## src/rtl/dt_pack.sv

```systemverilog
// dt_pack -- threshold-and-pack engine.
//
// Scans a 128x128 8-bit distance map (16384x8 RAM, one-cycle read latency)
// and packs each pixel's (value > thr) flag into a 1024x16 binary-image RAM.
// Pixel 16n+k lands in word n, bit (15-k). Each word takes 18 cycles:
// 16 READ, 1 DRAIN (last datum returns), 1 WRITE.
//
// Ports
//   clk       in   rising-edge clock
//   reset     in   asynchronous active-low reset
//   start     in   one-cycle pulse, accepted only in IDLE or FIN
//   thr       in   [7:0]  threshold, latched when start is accepted
//   res_rd    out  distance-map read strobe
//   res_addr  out  [13:0] distance-map address {y, x}
//   res_di    in   [7:0]  read data, valid the cycle after res_rd
//   sti_wr    out  binary-image write strobe
//   sti_addr  out  [9:0]  binary-image word address
//   sti_do    out  [15:0] packed word (MSB = leftmost pixel)
//   busy      out  pass in progress
//   done      out  pass complete, held until the next accepted start
//   pix_cnt   out  [14:0] number of 1-bits written this pass
//   max_dist  out  [7:0]  largest distance read this pass
//
// Build option
//   DT_PACK_MAXD_EN  when defined, max_dist tracks the running maximum of
//                    res_di; otherwise max_dist is tied to zero.

module dt_pack (
  input  logic        clk,
  input  logic        reset,
  input  logic        start,
  input  logic [7:0]  thr,
  output logic        res_rd,
  output logic [13:0] res_addr,
  input  logic [7:0]  res_di,
  output logic        sti_wr,
  output logic [9:0]  sti_addr,
  output logic [15:0] sti_do,
  output logic        busy,
  output logic        done,
  output logic [14:0] pix_cnt,
  output logic [7:0]  max_dist
);

  typedef enum logic [2:0] {
    S_IDLE,
    S_READ,
    S_DRAIN,
    S_WRITE,
    S_FIN
  } state_t;

  state_t      state_q;
  logic [7:0]  thr_q;
  logic [3:0]  k_q;
  logic        res_rd_q;
  logic [13:0] res_addr_q;
  logic        sti_wr_q;
  logic [9:0]  sti_addr_q;
  logic [15:0] sti_do_q;
  logic        busy_q;
  logic        done_q;
  logic [14:0] pix_cnt_q;

  // Datapath: cap_q marks cycles in which res_di carries valid read data.
  logic        cap_q;
  logic [15:0] pack_q;
  logic [15:0] pack_d;
  logic        start_acc;

  function automatic logic [4:0] popcnt16(input logic [15:0] w);
    logic [4:0] c;
    c = '0;
    for (int unsigned i = 0; i < 16; i++) begin
      c = c + {4'd0, w[i]};
    end
    return c;
  endfunction

  assign start_acc = start && ((state_q == S_IDLE) || (state_q == S_FIN));
  assign pack_d    = {pack_q[14:0], (res_di > thr_q)};

  // Control FSM; all memory-facing and status outputs are registered here.
  always_ff @(posedge clk or negedge reset) begin
    if (!reset) begin
      state_q    <= S_IDLE;
      thr_q      <= '0;
      k_q        <= '0;
      res_rd_q   <= 1'b0;
      res_addr_q <= '0;
      sti_wr_q   <= 1'b0;
      sti_addr_q <= '0;
      sti_do_q   <= '0;
      busy_q     <= 1'b0;
      done_q     <= 1'b0;
      pix_cnt_q  <= '0;
    end else begin
      case (state_q)
        S_IDLE, S_FIN: begin
          if (start) begin
            state_q    <= S_READ;
            thr_q      <= thr;
            k_q        <= '0;
            sti_addr_q <= '0;
            pix_cnt_q  <= '0;
            res_rd_q   <= 1'b1;
            res_addr_q <= '0;
            busy_q     <= 1'b1;
            done_q     <= 1'b0;
          end
        end
        S_READ: begin
          if (k_q == 4'd15) begin
            state_q  <= S_DRAIN;
            res_rd_q <= 1'b0;
          end else begin
            k_q        <= k_q + 4'd1;
            res_addr_q <= {sti_addr_q, k_q + 4'd1};
          end
        end
        S_DRAIN: begin
          // The 16th datum arrives this cycle, so the word is taken from the
          // shift path rather than from pack_q.
          state_q  <= S_WRITE;
          sti_wr_q <= 1'b1;
          sti_do_q <= pack_d;
        end
        S_WRITE: begin
          sti_wr_q  <= 1'b0;
          pix_cnt_q <= pix_cnt_q + {10'd0, popcnt16(sti_do_q)};
          if (sti_addr_q != 10'h3FF) begin
            state_q    <= S_READ;
            sti_addr_q <= sti_addr_q + 10'd1;
            k_q        <= '0;
            res_rd_q   <= 1'b1;
            res_addr_q <= {sti_addr_q + 10'd1, 4'd0};
          end else begin
            state_q <= S_FIN;
            busy_q  <= 1'b0;
            done_q  <= 1'b1;
          end
        end
        default: state_q <= S_IDLE;
      endcase
    end
  end

  always_ff @(posedge clk or negedge reset) begin
    if (!reset) begin
      cap_q  <= 1'b0;
      pack_q <= '0;
    end else begin
      cap_q <= res_rd_q;
      if (start_acc) begin
        pack_q <= '0;
      end else if (cap_q) begin
        pack_q <= pack_d;
      end
    end
  end

`ifdef DT_PACK_MAXD_EN
  logic [7:0] max_q;

  always_ff @(posedge clk or negedge reset) begin
    if (!reset) begin
      max_q <= '0;
    end else if (start_acc) begin
      max_q <= '0;
    end else if (cap_q && (res_di > max_q)) begin
      max_q <= res_di;
    end
  end

  assign max_dist = max_q;
`else
  assign max_dist = '0;
`endif

  assign res_rd   = res_rd_q;
  assign res_addr = res_addr_q;
  assign sti_wr   = sti_wr_q;
  assign sti_addr = sti_addr_q;
  assign sti_do   = sti_do_q;
  assign busy     = busy_q;
  assign done     = done_q;
  assign pix_cnt  = pix_cnt_q;

endmodule

```

## config.mk

```make
export PLATFORM = sky130hd
export DESIGN_NAME = dt_pack
export DESIGN_NICKNAME = d
export VERILOG_FILES = /design/src/rtl/dt_pack.sv
export SDC_FILE = /design/constraint.sdc
export NUM_CORES = 1
export LEC_CHECK = 0
export CORE_MARGIN = 4
export CORE_UTILIZATION = 30
export CTS_CLUSTER_SIZE = 25
export DETAILED_ROUTE_END_ITERATION = 8
export GPL_ROUTABILITY_DRIVEN = 0
export PLACE_DENSITY = 0.6
export SLEW_MARGIN = 20
export SYNTH_ARGS = -nofsm -noshare
export SYNTH_HDL_FRONTEND = slang
export SYNTH_SLANG_ARGS = --single-unit
```

## constraint.sdc

```tcl
create_clock -name clk -period 5 [get_ports clk]
set_input_delay 1 -clock clk [delete_from_list [all_inputs] [get_ports clk]]
set_output_delay 1 -clock clk [all_outputs]
set_load 0.02 [all_outputs]
```

=== Word-level counts from Yosys, hierarchy flattened ===
Cells that the tools add are included.

* Bits of input ports: 19
* Register bits after elaboration: 90

* Muxes and demuxes: 29
* Reduce and logical (&&, ||, !) cells: 15
* Add/sub/neg operators: 18
* Magnitude comparators: 1
* Eq/ne operators: 11

{| class="wikitable"
|+ Operators with widths
! operator !! count
|-
| adder 5 x 1 -> 5 bit || 11
|-
| 2-to-1 mux 15 bit || 3
|-
| 2-to-1 mux 14 bit || 3
|-
| one-hot mux 14 bit (3 select lines) || 1
|-
| one-hot mux 15 bit (2 select lines) || 1
|-
| 2-to-1 mux 10 bit || 2
|-
| one-hot mux 10 bit (2 select lines) || 1
|-
| adder 15 x 5 -> 15 bit || 1
|-
| 2-to-1 mux 4 bit || 3
|-
| one-hot mux 3 bit (4 select lines) || 1
|-
| one-hot mux 4 bit (3 select lines) || 1
|-
| adder 10 x 1 -> 10 bit (second input constant) || 1
|-
| inequality test 10 bit (second input constant) || 1
|-
| inequality test 2 bit (second input constant) || 5
|-
| 2-to-1 mux 3 bit || 3
|-
| > comparator 8 bit || 1
|-
| AND reduction 4 bit || 2
|-
| equality test 3 x 2 -> 1 bit (second input constant) || 2
|-
| 2-to-1 mux 1 bit || 6
|-
| one-hot mux 1 bit (2 select lines) || 3
|-
| AND reduction 2 bit || 3
|-
| AND reduction 3 bit || 2
|-
| nonzero test 2 bit || 3
|-
| adder 4 x 1 -> 5 bit || 1
|-
| other kinds (13) || 13
|}

=== Depth between registers and ports, before layout ===
Gate-level depths: netlist (run 1).

* Word-level depth: 17
* Mapped depth: 14
* Mapped depth without buffers: 14

=== Least setup slack after synthesis (run 1) ===
Ideal clock, no wire load.

* Kind: reg-to-reg
* Start: register sti_do_q[0] (netlist: sti_do[0])
* End: register pix_cnt_q[14] (netlist: pix_cnt[14])
* Data arrival time: 3.950 ns
* Slack: 0.971 ns
* Cell stages (with the launch flop): 14
* Data required time: 4.921 ns
* Path through: dfrtp_1 -> fa_1 -> inv_1 -> fa_1 -> fa_1 -> fa_1 -> fa_1 -> inv_1 -> fa_1 -> a211oi_1 -> nor2_1 -> o21ba_2 -> nand4_1 -> mux2i_1

* Cells in the longest elaborated chain, start to end: 17

{| class="wikitable"
|+ Ends and longest elaborated chain
! element !! line !! source
|-
| from (decl) || 60 || <nowiki>logic [15:0] sti_do_q;</nowiki>
|-
| from (signal assigned) || 126 || <nowiki>sti_do_q <= pack_d;</nowiki>
|-
| adder 1 x 1 -> 2 bit || 75 || <nowiki>c = c + {4'd0, w[i]};</nowiki>
|-
| adder 2 x 1 -> 3 bit || 75 ||
|-
| adder 3 x 1 -> 4 bit || 75 ||
|-
| adder 4 x 1 -> 5 bit || 75 ||
|-
| adder 5 x 1 -> 5 bit (11 in a row) || 75 ||
|-
| adder 15 x 5 -> 15 bit || 130 || <nowiki>pix_cnt_q <= pix_cnt_q + {10'd0, popcnt16(sti_do_q)};</nowiki>
|-
| one-hot mux 15 bit (2 select lines) || 98 || <nowiki>case (state_q)</nowiki>
|-
| to (signal assigned) || 130 ||
|-
| to (decl) || 63 || <nowiki>logic [14:0] pix_cnt_q;</nowiki>
|}

Every way passes these cells.
A chain may end at the register's enable or synchronous reset.

=== Final worst setup path (run 1) ===
Same ends and word-level chain as after synthesis.

==> results of run 1 <==
metal layers:
metal	share of wire, %	global-route usage [%]	vias to the layer above	wire length (µm)
li1	-	-	1683	-
met1	44	15.3	1664	4660
met2	50	21.3	80	5380
met3	5.5	4.83	4	592
met4	0.55	3.18	0	59
met5	0	0	-	0
cells in the mapped netlist (8+ instances only):
library cell,instances
ha_1,18
o31ai_1,10
o21ai_0,27
dfrtp_1,90
fa_1,12
buf_2,8
buf_4,8
clkbuf_1,9
a21oi_1,13
nor2_1,27
nand3_1,12
o21ai_1,8
nand2_1,62
inv_1,38
a21o_1,10
mux2i_1,23
state kept, by name, indices dropped and copies added, names as in the netlist:
| signal | flops |
|---|---|
| sti_wr | 1 |
| pix_cnt | 15 |
| sti_do | 16 |
| busy | 1 |
| pack_q | 15 |
| sti_addr | 10 |
| res_rd | 1 |
| thr_q | 8 |
| state_q | 3 |
| k_q | 4 |
| res_addr | 14 |
| cap_q | 1 |
| done | 1 |
worst paths after layout:
kind                       slack [ns]           to  depth (start not counted)
setup / recovery                 0.79  pix_cnt[14]                         13
hold / removal                   0.46        cap_q                          0
setup reg to reg                 0.79  pix_cnt[14]                         13
hold reg to reg                  0.46        cap_q                          0
max in group asynchronous        3.35     thr_q[0]                          2
min in group asynchronous        0.68  res_addr[0]                          1
cells in the final DEF, fill, tap and decap left out, types with 12 or more instances in the layout:
cell type / n
nor2_1: 26
a21oi_1: 13
o21ai_0: 27
fa_1: 12
nand3_1: 12
nand2_1: 62
inv_1: 38
ha_1: 18
clkdlybuf4s50_1: 76
mux2i_1: 23
dfrtp_1: 90
per-stage QoR:
stage / utilization [%] / power (W)
floorplan: - / 0.00157
global placement: 36.7 / 0.00185
detailed placement: 36.7 / 0.00190
CTS: 38.7 / 0.00259
global route: 38.7 / 0.00279
finish: 38.7 / 0.00254
critical path: stages, from the launching register on:
cell and delay, ns:
dfrtp_1 0.41, fa_1 0.56, inv_1 0.06, fa_1 0.53
fa_1 0.46, fa_1 0.52, fa_1 0.18, inv_1 0.05
fa_1 0.42, a211oi_1 0.29, nor2_1 0.14, o21ba_2 0.23
nand4_1 0.11, mux2i_1 0.18
cells by family (layout without fill, tap and decap cells):
family | Yosys count | count (layout)
AO/OA/AOI/OAI | 94 | 94
XOR/XNOR | 12 | 12
adder cells (fa/ha/maj) | 30 | 30
buffers and inverters | 67 | 134
flip-flops | 90 | 90
multiplexers | 28 | 28
other | 1 | 8
AND/OR/NAND/NOR | 136 | 136
final cells by class:
| class | instances | area (µm²) | share of cell area [%] |
|---|---|---|---|
| clock buffers | 12 | 246 | 4.18 |
| clock inverters | 4 | 51.3 | 0.869 |
| inverters | 38 | 143 | 2.42 |
| multi-input cells | 308 | 2150 | 36.5 |
| flip-flops and latches | 90 | 2250 | 38.2 |
| well taps | 211 | 264 | 4.47 |
| repair buffers | 80 | 791 | 13.4 |
power breakdown:
part	switching, W	internal [W]
sequential	0.0000742	0.000805
clock	0.000278	0.000401
combinational	0.000533	0.000450
==> flow_metrics.tcl, run 1 <==
set metrics [dict create \
    grt_pass1_wl_mm 17.9 \
    core.rowCount 45 \
    fmax_mhz 237 \
    crit_type "reg -> reg" \
    worst_setup_path_end_kind "register" \
    core_um2 15300 \
    n_fill_cell 1509 \
    final_nets 576 \
    place_inst 727 \
    final_area_um2 5900 \
    clk_latency_ns 0.34 \
    htree_levels 3 \
    fin_ws_ns 0.785 \
    postCtsSetupRepairBufs 0 \
    drive_gt1_share_pct 6.95 \
    finClkSkew_ns 0.00992 \
    initial_utilization_pct 30.7 \
    p_leak_nw 2.79 \
    ir_worst_vdd_v 0.000196 \
    io_pins 86 \
    num_vias 3431 \
    synthArstFlopShare_pct 100 \
    critical_path_required_ns 5.27 \
    antenna_found_initial 0 \
    cts_tree "yes" \
    grt_pass1_vias 3483 \
    portBuffers 77 \
    synth_compound_area_share_pct 13.0 \
    syn-cell-area_um2 4680 \
    grt_use_total_pct 12.7 \
    drtAntennaViolNets 0 \
    crit_fanout 4 \
    clk_pin_slew_ns 0.06 \
    clockBufferDepth 2 \
    worstHoldStart "res_rd" \
    wl_per_cell_um 14.4 \
    synth_ff_type "dfrtp_1" \
    synth.top_cell.area_share_pct 48.1 \
    ys_warn_count 0 \
    tightest_slew_ns 1.00 \
    synth_top_family_by_area "simple AND/OR/NAND/NOR gates" \
    diodes 0 \
    firstDrtPassIters 4 \
    die_area_um2 17700 \
    vias_per_cell 4.62 \
    place_hpwl_mm 7.92 \
    routed_wl_mm 10.7 \
    relSlewSlack_pct 33.1 \
    fin_crit_ns 4.21 \
    cp.arrival_ns 4.48 \
    setup_tns_ns 0 \
    yosys.area.top_type "dfrtp_1" \
    avgSynthCellArea_um2 10.2 \
    hold_buffers 0 \
    ys_seq_area_share_pct 48.1 \
    startpoint_type "register" \
    synth_xor_area_share_pct 2.25 \
    hold_viol 0 \
    drv_cap 0 \
    rsz0062_at_grt "false" \
    grt_start_max_net_pins 52 \
    cts.repair.resized 0 \
    setup_viol 0 \
    fp.dieW_um 133 \
    layoutNonFillerInstCount 743 \
    numCtsBuffers 9 \
    dp_slack_ns 0.783 \
    drtIter0Drc 191 \
    die_height_um 133 \
    synth_area_leaders "dfrtp_1 48%, fa_1 5.1%, nand2_1 5.0%" \
    drc_errors 0 \
    maxSlewViolCount 0 \
    grt_overflow 0 \
    cts.root.buffer_cell "clkbuf_16" \
    area_growth_pct 26.1 \
    synth-edff-count 0 \
    fin_crit_sh_pct 84.3 \
    ys_seq_elements 90 \
    powerDensity_nw_per_um2 431 \
    post_dp_cell_area_um2 5600 \
    synth-simple-area-share_pct 13.9 \
    r2r-start "sti_do[0]" \
    synth-adder-area-share_pct 9.94 \
    synth_cell_type_count 54 \
    cts.sinks 90 \
    synth.area.mux_share_pct 6.12 \
    synthCells 458 \
    whs_ns 0.455 \
    status "completed" \
    crit_start "sti_do[0]" \
    hp-class "reg -> reg" \
]
(Power assumes the default switching activity.)
==> run 2, diff against run 1 <==
--- a/config.mk
+++ b/config.mk
@@ -10,7 +10,7 @@
 export CTS_CLUSTER_SIZE = 25
 export DETAILED_ROUTE_END_ITERATION = 8
 export GPL_ROUTABILITY_DRIVEN = 0
-export PLACE_DENSITY = 0.6
+export PLACE_DENSITY = 0.62
 export SLEW_MARGIN = 20
 export SYNTH_ARGS = -nofsm -noshare
 export SYNTH_HDL_FRONTEND = slang
==> constraint.sdc (replaced) <==
create_clock -name clk -period 3.8 [get_ports clk]
set_input_delay 0.76 -clock clk [delete_from_list [all_inputs] [get_ports clk]]
set_output_delay 0.76 -clock clk [all_outputs]
set_load 0.02 [all_outputs]
==> run 2 against run 1 <==
  * The run now ends with setup timing left
  * Sequential power rose by 32%
  * Final cell count rose by 2.2%
  * Maximum frequency grew 7.4%
  * Combinational power increased by 54%
  * Clock-buffer cell count up 1
  * Die area is the same
  * Largest power group unchanged
==> flow_metrics.tcl, run 2 (synthesis results as in run 1) <==
set metrics [dict create \
    status "finished, violations left" \
    violations "setup timing" \
    worst_setup_path_end_kind "register" \
    fin_crit_ns 3.92 \
    wl_met3_um 566 \
    grt_pass1_wl_mm 18.4 \
    postLayoutCoreUtil_pct 39.8 \
    vias_per_cell 4.60 \
    diodes 0 \
    mostFrequentLayoutCell "dfrtp_1" \
    initial_utilization_pct 30.7 \
    place_hpwl_mm 7.91 \
    drtAntennaViolNets 0 \
    powerDensity_nw_per_um2 587 \
    grt_pass1_vias 3592 \
    cts.root.buffer_cell "clkbuf_16" \
    firstDrtPassIters 4 \
    drc_errors 0 \
    drv_cap 0 \
    drtIter0Drc 213 \
    num_vias 3493 \
    tightest_slew_ns 1.02 \
    final_cell_mix "87 x dfrtp_1, 76 x clkdlybuf4s50_1, 60 x nand2_1, 37 x inv_1, 27 x o21ai_0" \
    fin_ws_ns -0.123 \
    core.rowCount 45 \
    p_leak_nw 2.88 \
    io_pins 86 \
    crit_path_top_delay_cell "fa_1" \
    met1_length_mm 4.81 \
    final_nets 593 \
    cts.sinks 90 \
    numCtsBuffers 9 \
    clk_pin_slew_ns 0.06 \
    slowest_delay_ns 0.54 \
    rsz0062_at_grt "true" \
    maxSlewViolCount 0 \
    finClkSkew_ns 0.00803 \
    clk_latency_ns 0.34 \
    grt_start_max_net_pins 80 \
    r2r-start "sti_do[11]" \
    relSlewSlack_pct 31.9 \
    hold_viol 0 \
    antenna_found_initial 0 \
    crit_type "reg -> reg" \
    grt_use_total_pct 12.9 \
    fp.dieW_um 133 \
    die_height_um 133 \
    critical_path_required_ns 4.07 \
    r2r_slack_ns -0.12 \
    crit_fanout 3 \
    core_um2 15300 \
    drive_gt1_share_pct 12.0 \
    fmax_mhz 255 \
    clockBufferDepth 2 \
    area_growth_pct 29.7 \
    setup_viol 9 \
    die_area_um2 17700 \
    largest_reg_flops 16 \
    wl_met2_mm 5.29 \
    ir_worst_vdd_v 0.000329 \
    critPathTopFamily "adder cells" \
    r2r-end "pix_cnt[14]" \
    routed_wl_mm 10.8 \
    hp-class "in -> async" \
    crit_cells 13 \
    portBuffers 77 \
    ff2ff_path_depth 13 \
    htree_levels 3 \
    wl_per_cell_um 14.2 \
    whs_ns 0.446 \
    grt_overflow 0 \
    cts_tree "yes" \
    cp.arrival_ns 4.19 \
    worstPathCellList "fa_1, inv_1, fa_1, fa_1, fa_1, fa_2, inv_2, fa_2, a211oi_2, nor2_2, o21ba_4, nand4_1, mux2i_1" \
    top_layer "met4" \
    crit_top_cell "fa_1" \
    cp_num_buf_inv 2 \
    fin_crit_sh_pct 103 \
    startpoint_type "register" \
]
==> run 2: cell count changes in the layout (fill, tap and decap cells not counted), moves of 2 or more <==
| cell | before | now |
|---|---|---|
| buf_4 | 4 | 20 |
| dfrtp_1 | 90 | 87 |
| dfrtp_2 | 0 | 3 |
| a211oi_1 | 3 | 1 |
| a211oi_2 | 0 | 2 |
| fa_1 | 12 | 10 |
| fa_2 | 0 | 2 |
| nand2_1 | 62 | 60 |
| nand2_2 | 3 | 5 |
==> run 2: metal layers <==
layer	vias up	track usage [%]
met5	-	0
met4	0	4.50
met3	12	4.14
met2	84	21.1
met1	1676	16.1
li1	1721	-
==> run 2: worst max path at each step <==
stage | from | end
4_1_cts | sti_do[11] | pix_cnt[14]
3_3_place_gp | sti_do[11] | pix_cnt[14]
2_1_floorplan | sti_do[0] | pix_cnt[14]
6_report | sti_do[11] | pix_cnt[14]
5_1_grt | sti_do[11] | pix_cnt[6]
3_5_place_dp | sti_do[11] | pix_cnt[14]
==> run 2: repair_timing <==
item / in CTS / in global routing
resized for setup: 6 / 2
setup endpoints to repair: 8 / 11
hold buffers: 0 / 0
pin swaps: 4 / 3
setup buffers: 2 / 2
==> run 2: final cells by class <==
class                      instances  area, µm²
clock buffer                      13        260
clock inverter                     2       37.5
fill                            1498       9190
inverter                          38        143
multi-input combinational        308       2190
sequential                        90       2260
tap                              211        264
timing repair buffer              97        922
==> run 2: metrics by stage <==
| step | cells | power [W] | setup TNS, ns | setup slack, ns | cell area (µm²) |
|---|---|---|---|---|---|
| 6_report | 759 | 0.00357 | -0.589 | -0.123 | 6070 |
| 5_1_grt | 759 | 0.00387 | -2.64 | -0.365 | 6070 |
| 4_1_cts | 757 | 0.00360 | -0.611 | -0.135 | 6050 |
| 3_5_place_dp | 740 | 0.00258 | -0.966 | -0.206 | 5720 |
| 3_3_place_gp | 740 | 0.00254 | -0.420 | -0.125 | 5720 |
| 2_1_floorplan | 465 | 0.00212 | -0.208 | -0.0931 | 4720 |
==> run 2: power breakdown <==
group	internal [W]	leakage [nW]	total [W]	switching, W
Combinational	0.000734	1.70	0.00151	0.000773
Clock	0.000543	0.142	0.000904	0.000361
Sequential	0.00106	1.04	0.00116	0.0000959
Total	0.00234	2.88	0.00357	0.00123
